## src/rtl/sobel_frame_ctrl.sv

```systemverilog
// sobel_frame_ctrl: frame sequencer between a UART byte stream and sobel_applier.
//
// Parses a 4-byte header (width LE16, height LE16), range-checks it and presents
// it as cfg_*, forwards exactly width*height pixel bytes to the datapath with a
// zero-latency pass-through, then counts (width-2)*(height-2) output handshakes
// and pulses frame_done. Errors are reported as sticky flags on status.
//
// Ports:
//   clk, rst               system clock, synchronous active-high reset
//   s_data/s_valid/s_ready byte stream from uart_rx
//   m_data/m_valid/m_ready pixel stream to sobel_applier
//   o_valid, o_ready       monitored output handshake of sobel_applier
//   cfg_width/cfg_height   latched frame dimensions, cfg_valid while in use
//   flush                  one-cycle pulse clearing datapath line buffers
//   busy                   high whenever not idle
//   frame_done             one-cycle pulse at frame completion
//   status                 sticky {overflow, timeout, dim error}
//
// Optional feature: define SOBEL_FRAME_CTRL_TIMEOUT_EN to enable the idle
// timeout (status[1]). Without it a stalled frame waits until rst.
module sobel_frame_ctrl #(
  parameter int unsigned MAX_WIDTH      = 640,
  parameter int unsigned MAX_HEIGHT     = 480,
  parameter int unsigned TIMEOUT_CYCLES = 1000000
) (
  input  logic        clk,
  input  logic        rst,
  input  logic [7:0]  s_data,
  input  logic        s_valid,
  output logic        s_ready,
  output logic [7:0]  m_data,
  output logic        m_valid,
  input  logic        m_ready,
  input  logic        o_valid,
  input  logic        o_ready,
  output logic [15:0] cfg_width,
  output logic [15:0] cfg_height,
  output logic        cfg_valid,
  output logic        flush,
  output logic        busy,
  output logic        frame_done,
  output logic [2:0]  status
);

  localparam int unsigned PixW = $clog2(MAX_WIDTH * MAX_HEIGHT + 1);

  typedef enum logic [2:0] {
    StIdle, StHdr, StCheck, StStream, StDrain, StDone, StErr
  } state_e;

  state_e          state_q, state_d;
  logic [15:0]     width_q, width_d;
  logic [15:0]     height_q, height_d;
  logic [1:0]      hdr_cnt_q, hdr_cnt_d;
  logic [PixW-1:0] pix_rem_q, pix_rem_d;
  logic [PixW-1:0] out_rem_q, out_rem_d;
  logic            cfg_valid_q, cfg_valid_d;
  logic [2:0]      status_q, status_d;

  logic out_hs;
  logic dims_ok;

  assign out_hs  = o_valid & o_ready;
  assign dims_ok = (width_q >= 16'd3) && (width_q <= 16'(MAX_WIDTH)) &&
                   (height_q >= 16'd3) && (height_q <= 16'(MAX_HEIGHT));

`ifdef SOBEL_FRAME_CTRL_TIMEOUT_EN
  localparam int unsigned IdleW = $clog2(TIMEOUT_CYCLES + 1);
  logic [IdleW-1:0] idle_q, idle_d;
  logic             activity;
  // An accepted byte or an output handshake both count as forward progress.
  assign activity = (s_valid & s_ready) | out_hs;
`endif

  always_comb begin
    state_d     = state_q;
    width_d     = width_q;
    height_d    = height_q;
    hdr_cnt_d   = hdr_cnt_q;
    pix_rem_d   = pix_rem_q;
    out_rem_d   = out_rem_q;
    cfg_valid_d = cfg_valid_q;
    status_d    = status_q;
    s_ready     = 1'b0;
    m_valid     = 1'b0;
    m_data      = 8'd0;
    flush       = 1'b0;
    frame_done  = 1'b0;

    unique case (state_q)
      StIdle: begin
        s_ready = 1'b1;
        if (s_valid) begin
          width_d[7:0] = s_data;
          status_d     = 3'b000;
          hdr_cnt_d    = 2'd1;
          state_d      = StHdr;
        end
      end
      StHdr: begin
        s_ready = 1'b1;
        if (s_valid) begin
          hdr_cnt_d = hdr_cnt_q + 2'd1;
          case (hdr_cnt_q)
            2'd1:    width_d[15:8] = s_data;
            2'd2:    height_d[7:0] = s_data;
            default: begin
              height_d[15:8] = s_data;
              state_d        = StCheck;
            end
          endcase
        end
      end
      StCheck: begin
        if (s_valid) status_d[2] = 1'b1;
        if (dims_ok) begin
          cfg_valid_d = 1'b1;
          flush       = 1'b1;
          // Dimensions are range-checked above, so the truncation and the -2 are safe.
          pix_rem_d   = PixW'(width_q) * PixW'(height_q);
          out_rem_d   = PixW'(width_q - 16'd2) * PixW'(height_q - 16'd2);
          state_d     = StStream;
        end else begin
          status_d[0] = 1'b1;
          state_d     = StErr;
        end
      end
      StStream: begin
        s_ready = m_ready;
        m_data  = s_data;
        m_valid = s_valid & m_ready;
        if (s_valid && m_ready) begin
          if (pix_rem_q != '0) pix_rem_d = pix_rem_q - 1'b1;
          if (pix_rem_q <= PixW'(1)) state_d = StDrain;
        end
        if (s_valid && !m_ready) status_d[2] = 1'b1;
        // The datapath starts emitting before the last input byte arrives.
        if (out_hs && out_rem_q != '0) out_rem_d = out_rem_q - 1'b1;
      end
      StDrain: begin
        if (s_valid) status_d[2] = 1'b1;
        if (out_hs && out_rem_q != '0) out_rem_d = out_rem_q - 1'b1;
        if (out_rem_d == '0) state_d = StDone;
      end
      StDone: begin
        if (s_valid) status_d[2] = 1'b1;
        frame_done  = 1'b1;
        cfg_valid_d = 1'b0;
        state_d     = StIdle;
      end
      StErr: begin
        if (s_valid) status_d[2] = 1'b1;
        flush       = 1'b1;
        cfg_valid_d = 1'b0;
        state_d     = StIdle;
      end
      default: state_d = StIdle;
    endcase

`ifdef SOBEL_FRAME_CTRL_TIMEOUT_EN
    idle_d = '0;
    if ((state_q == StHdr || state_q == StStream || state_q == StDrain) && !activity) begin
      idle_d = idle_q + 1'b1;
      // Completion takes priority over an expiring idle counter.
      if (idle_d >= IdleW'(TIMEOUT_CYCLES) && state_d != StDone) begin
        status_d[1] = 1'b1;
        state_d     = StErr;
      end
    end
`endif

    // Hold the combinational outputs quiet while reset is asserted; sobel_applier is
    // reset at the same time, so no flush is needed.
    if (rst) begin
      s_ready    = 1'b0;
      m_valid    = 1'b0;
      m_data     = 8'd0;
      flush      = 1'b0;
      frame_done = 1'b0;
    end
  end

  always_ff @(posedge clk) begin
    if (rst) begin
      state_q     <= StIdle;
      width_q     <= '0;
      height_q    <= '0;
      hdr_cnt_q   <= '0;
      pix_rem_q   <= '0;
      out_rem_q   <= '0;
      cfg_valid_q <= 1'b0;
      status_q    <= '0;
    end else begin
      state_q     <= state_d;
      width_q     <= width_d;
      height_q    <= height_d;
      hdr_cnt_q   <= hdr_cnt_d;
      pix_rem_q   <= pix_rem_d;
      out_rem_q   <= out_rem_d;
      cfg_valid_q <= cfg_valid_d;
      status_q    <= status_d;
    end
  end

`ifdef SOBEL_FRAME_CTRL_TIMEOUT_EN
  always_ff @(posedge clk) begin
    if (rst) idle_q <= '0;
    else     idle_q <= idle_d;
  end
`endif

  assign cfg_width  = width_q;
  assign cfg_height = height_q;
  assign cfg_valid  = cfg_valid_q;
  assign busy       = (state_q != StIdle);
  assign status     = status_q;

endmodule
```

## config.mk

```make
export PLATFORM = sky130hd
export DESIGN_NAME = sobel_frame_ctrl
export DESIGN_NICKNAME = d
export VERILOG_FILES = /design/src/rtl/sobel_frame_ctrl.sv
export SDC_FILE = /design/constraint.sdc
export NUM_CORES = 1
export LEC_CHECK = 0
export CAP_MARGIN = 30
export CORE_MARGIN = 5
export CORE_UTILIZATION = 34
export DETAILED_ROUTE_END_ITERATION = 8
export HOLD_SLACK_MARGIN = 0.03
export PLACE_DENSITY = 0.5
export SLEW_MARGIN = 40
export SYNTH_ARGS = -nofsm -noshare
export SYNTH_HDL_FRONTEND = slang
export SYNTH_SLANG_ARGS = --single-unit
```

## constraint.sdc

```tcl
create_clock -name clk -period 16.4 [get_ports clk]
set_input_delay 4.92 -clock clk [delete_from_list [all_inputs] [get_ports clk]]
set_output_delay 4.92 -clock clk [all_outputs]
set_load 0.02 [all_outputs]
```

Word level (Yosys, flattened, before mapping)
Index checks and enable logic that the tools add are counted.

Register bits after elaboration: 78. Input bits: 14. Output and inout port bits: 49. Word-level logic and storage cells: 116.

Add/sub/neg operators: 5. Multiply operators: 2. $lt $le $gt $ge: 5. Equal/unequal tests: 19. Mux-type cells: 38. Bitwise operators: 3. Reduce and logical (&&, ||, !) cells: 33.

Operators with widths (count): $mux 19 (6); $pmux 19 s3 (1); $pmux 19 s2 (1); $reduce_bool 19->1 (2); $sub 19x1->19 const B (2); $sub 16x2->17 const B (2); $ge 16x2->1 const B (2); $mux 3 (8); $ne 2x2->1 const B (10); $le 19x1->1 const B (1); $logic_not 19->1 (1); $mul 16x16->19 (1); $mul 17x17->19 (1); $le 16x10->1 const B (1); $le 16x9->1 const B (1); $mux 8 (2); $pmux 3 s5 (1); $reduce_and 3->1 (5); $mux 1 (11); $eq 3x3->1 const B (3); $reduce_bool 3->1 (3); $pmux 1 s2 (4); $reduce_and 4->1 (2); $reduce_bool 2->1 (4); 18 further kinds (30).

Longest topological paths before layout
Word-level depth: 7. Mapped depth: 27. Depth with buffers taken out: 25.

Worst setup path after synthesis
OpenSTA, ideal clock, no wires.

Path type: input-to-output. Start point: in rst. End point: out s_ready. Arrival time: 5.678 ns. Data required time: 11.480 ns. Path slack: 5.802 ns. Stages: 2. Path buffers: 1. Cell sequence: clkbuf_1 a211oi_1.

Longest elaborated chain between the ends: 1.

Ends and longest elaborated chain: start: declaration (RTL line 27) `input logic rst,`; $mux 1 (RTL line 174) `if (rst) begin`; end: declaration (RTL line 30) `output logic s_ready,`.

No other way between the ends.

Worst setup path after layout
Start point: in rst. End point: out m_data[2].

Longest elaborated chain between the ends: 1.

Ends and longest elaborated chain: $mux 8 (RTL line 174); end: declaration (RTL line 31) `output logic [7:0] m_data,`.

No other way between the ends.

==> summary.md <==
| Metric | Value |
|---|---|
| Register Area | `1570 um2` |
| I/O pins | `63` |
| Via count | `13,201` |
| Syn-to-layout area delta | `9.697%` |
| Num CTS Buffers | `9` |
| Max-Cap Viols | `0` |
| CP Capture Type | `output pin` |
| RSZ-0062 raised after global routing | `no` |
| Htree depth | `3` |
| Worst Path Required | `11,480 ps` |
| Die footprint | `50,860 um2` |
| Largest net degree at the start of global routing | `64` |
| Most frequent cells in the layout | `inv_1 (384), nand2_1 (253), fa_1 (243), nor2_1 (180), ha_1 (131)` |
| EDFF count, synth | `0` |
| Nets@finish | `2,399` |
| Final TNS setup | `0 ps` |
| CTS max path bufs | `2` |
| Pre-antenna DRT Iters | `7` |
| Yosys warns | `0` |
| GPL Wtd Cong | `0.8728` |
| Tightest Pin Transition | `864.7 ps` |
| Post-cts sizing count | `0` |
| Unique cell type count in the Yosys netlist | `65` |
| Number of global-route vias before repair | `13,242` |
| Status | `finished, final reports clean` |
| Slew margin rel. | `42.16%` |
| Rows | `79` |
| Setup Skew | `8.135 ps` |
| Register area share after synthesis | `9.887%` |
| Period utilisation layout | `69.29%` |
| Clock Sinks | `78` |
| Root buffer cell | `clkbuf_16` |
| Final antenna-violating net count | `0` |
| Synth Area in Compound Gates | `9.333%` |
| Final Hold Vio Count | `0` |
| Total core area | `46,260 um2` |
| Simple-gate portion of the synthesized area | `21.20%` |
| Synth Net Count | `2,405` |
| First-pass GRT wire length | `76.65 mm` |
| Top FF cell, synth | `dfxtp_1` |
| Worst Setup Path Type | `in2out` |
| Commonest non-fill, non-tap cell in the layout | `inv_1` |
| Adder-Cell Fraction of Synth Area | `41.26%` |
| Mux contribution to synthesized area | `0.1268%` |
| Initial DRC Count | `1,069` |
| Reg clk slew, reported paths | `60 ps` |
| Post-CTS Setup Bufs | `0` |
| Hold-fix buffers, CTS | `0` |
| Layout cells sized above 1 | `5.161%` |
| Area of the multi-input gates | `12,430 um2` |
| Initial Util | `34.14%` |
| Drt total wl | `48.37 mm` |
| Max Slew Vio Count | `0` |
| DRC | `0` |
| Syn avg cell area | `7.834 um2` |
| Via density | `5.033` |
| Crit path launch type | `input pin` |
| Hpwl dp | `37.33 mm` |
| XOR/XNOR Fraction of Synth Area | `6.259%` |
| Die Span X | `225.5 um` |
| Number of fill cells in the layout | `4,890` |
| Post-synthesis instance total | `2,016` |
| Crit path time final | `11,360 ps` |
| Routed length per instance | `18.44 um` |
| Synth async-reset ratio | `0%` |
| GRT overflow | `0` |
| Max Freq | `88.00 MHz` |
| Gr usage total | `19.20%` |
| Clk Latency, worst-skew pair | `350 ps` |
| Crit path max fanout | `23` |
| Initial antenna violation count | `2` |
| Synth Cell Area | `15,790 um2` |
| Die height | `225.5 um` |
| CTS tree | `built` |
| Final setup violating endpoints | `0` |
| #FFs+latches synth | `78` |
| Crit path DAT | `6440 ps` |
| Port Buffers | `61` |
| Hold Crit Class | `reg2reg` |
| Combinational family with the most area after synthesis | `adder cells` |
## through the flow
| step | utilization (%) | instances | setup WS (ps) | cell area, um2 | hold slack (ps) |
|---|---|---|---|---|---|
| 2_1_floorplan | - | 2016 | 5802 | 15790 | 436.9 |
| 3_3_place_gp | 36.69 | 2606 | 5050 | 16970 | 456.5 |
| 3_5_place_dp | 36.80 | 2606 | 5016 | 17020 | 460.0 |
| 4_1_cts | 37.39 | 2622 | 5021 | 17300 | 474.5 |
| 5_1_grt | 37.44 | 2622 | 4909 | 17320 | 490.3 |
| 6_report | 37.45 | 2623 | 5037 | 17320 | 472.5 |
## state kept, by name (all words and copies together) (netlist names)
register / flops
cfg_height: 16
cfg_valid: 1
cfg_width: 16
hdr_cnt_q: 2
out_rem_q: 19
pix_rem_q: 19
state_q: 3
status: 2
## worst paths after layout
check                   to  slack, ps         start  cells after the start
max reg2reg  out_rem_q[17]       8340  cfg_width[2]                     22
min reg2reg   out_rem_q[8]        470  out_rem_q[8]                      2
max              m_data[2]       5040           rst                      4
min           out_rem_q[8]        470  out_rem_q[8]                      2
## worst max-delay path, cell delays in order
cell,delay [ps]
buf_2,260
nor2_1,450
and2_1,200
clkdlybuf4s50_1,600
## logic make-up (layout without fill, tap and decap cells)
logic type	Yosys count	in the layout
simple gates	716	716
xor+xnor	105	105
compound gates	245	245
mux	2	2
buf+inv	494	493
flops	78	78
fa+ha+maj	375	375
other cells	1	2
## per-layer routing
layer,share of wire (%),track usage [%],vias up
met2,47,31.07,353
met4,1.9,4.822,0
met1,46,27.45,6546
met3,5.6,2.345,48
li1,-,-,6254
met5,0,0,-
## final cells by class
type	count	area share, %
inverters	385	8.342
clock inverters	6	0.2672
flip-flops and latches	78	9.064
well taps	607	4.384
repair buffers	92	4.839
diodes	1	0.01444
clock buffers	10	1.322
multi-input cells	1444	71.77
## synth_stat cells (8+ instances only)
cell	instances	area share, %
nand2b_1	11	0.44
or4_1	9	0.43
or3_1	15	0.59
nand3_1	46	1.5
o22ai_1	8	0.32
xnor2_1	76	4.2
a22oi_1	10	0.48
a211oi_1	11	0.52
inv_1	384	9.1
or2_2	30	1.2
nor2_1	183	4.3
nor4_1	19	0.75
xor2_1	24	1.3
nor3_1	41	1.3
fa_1	243	31
ha_1	132	10
o21ai_0	53	1.7
clkbuf_1	96	2.3
and2_1	74	2.9
nor2b_1	11	0.44
a21o_1	8	0.38
a21oi_1	101	3.2
nand2_1	253	6.0
o31ai_1	12	0.57
dfxtp_1	78	9.9
Power is left out: the tool's default activity adds up to more than one toggle a clock period on the data nets, which glitch-free logic cannot reach.
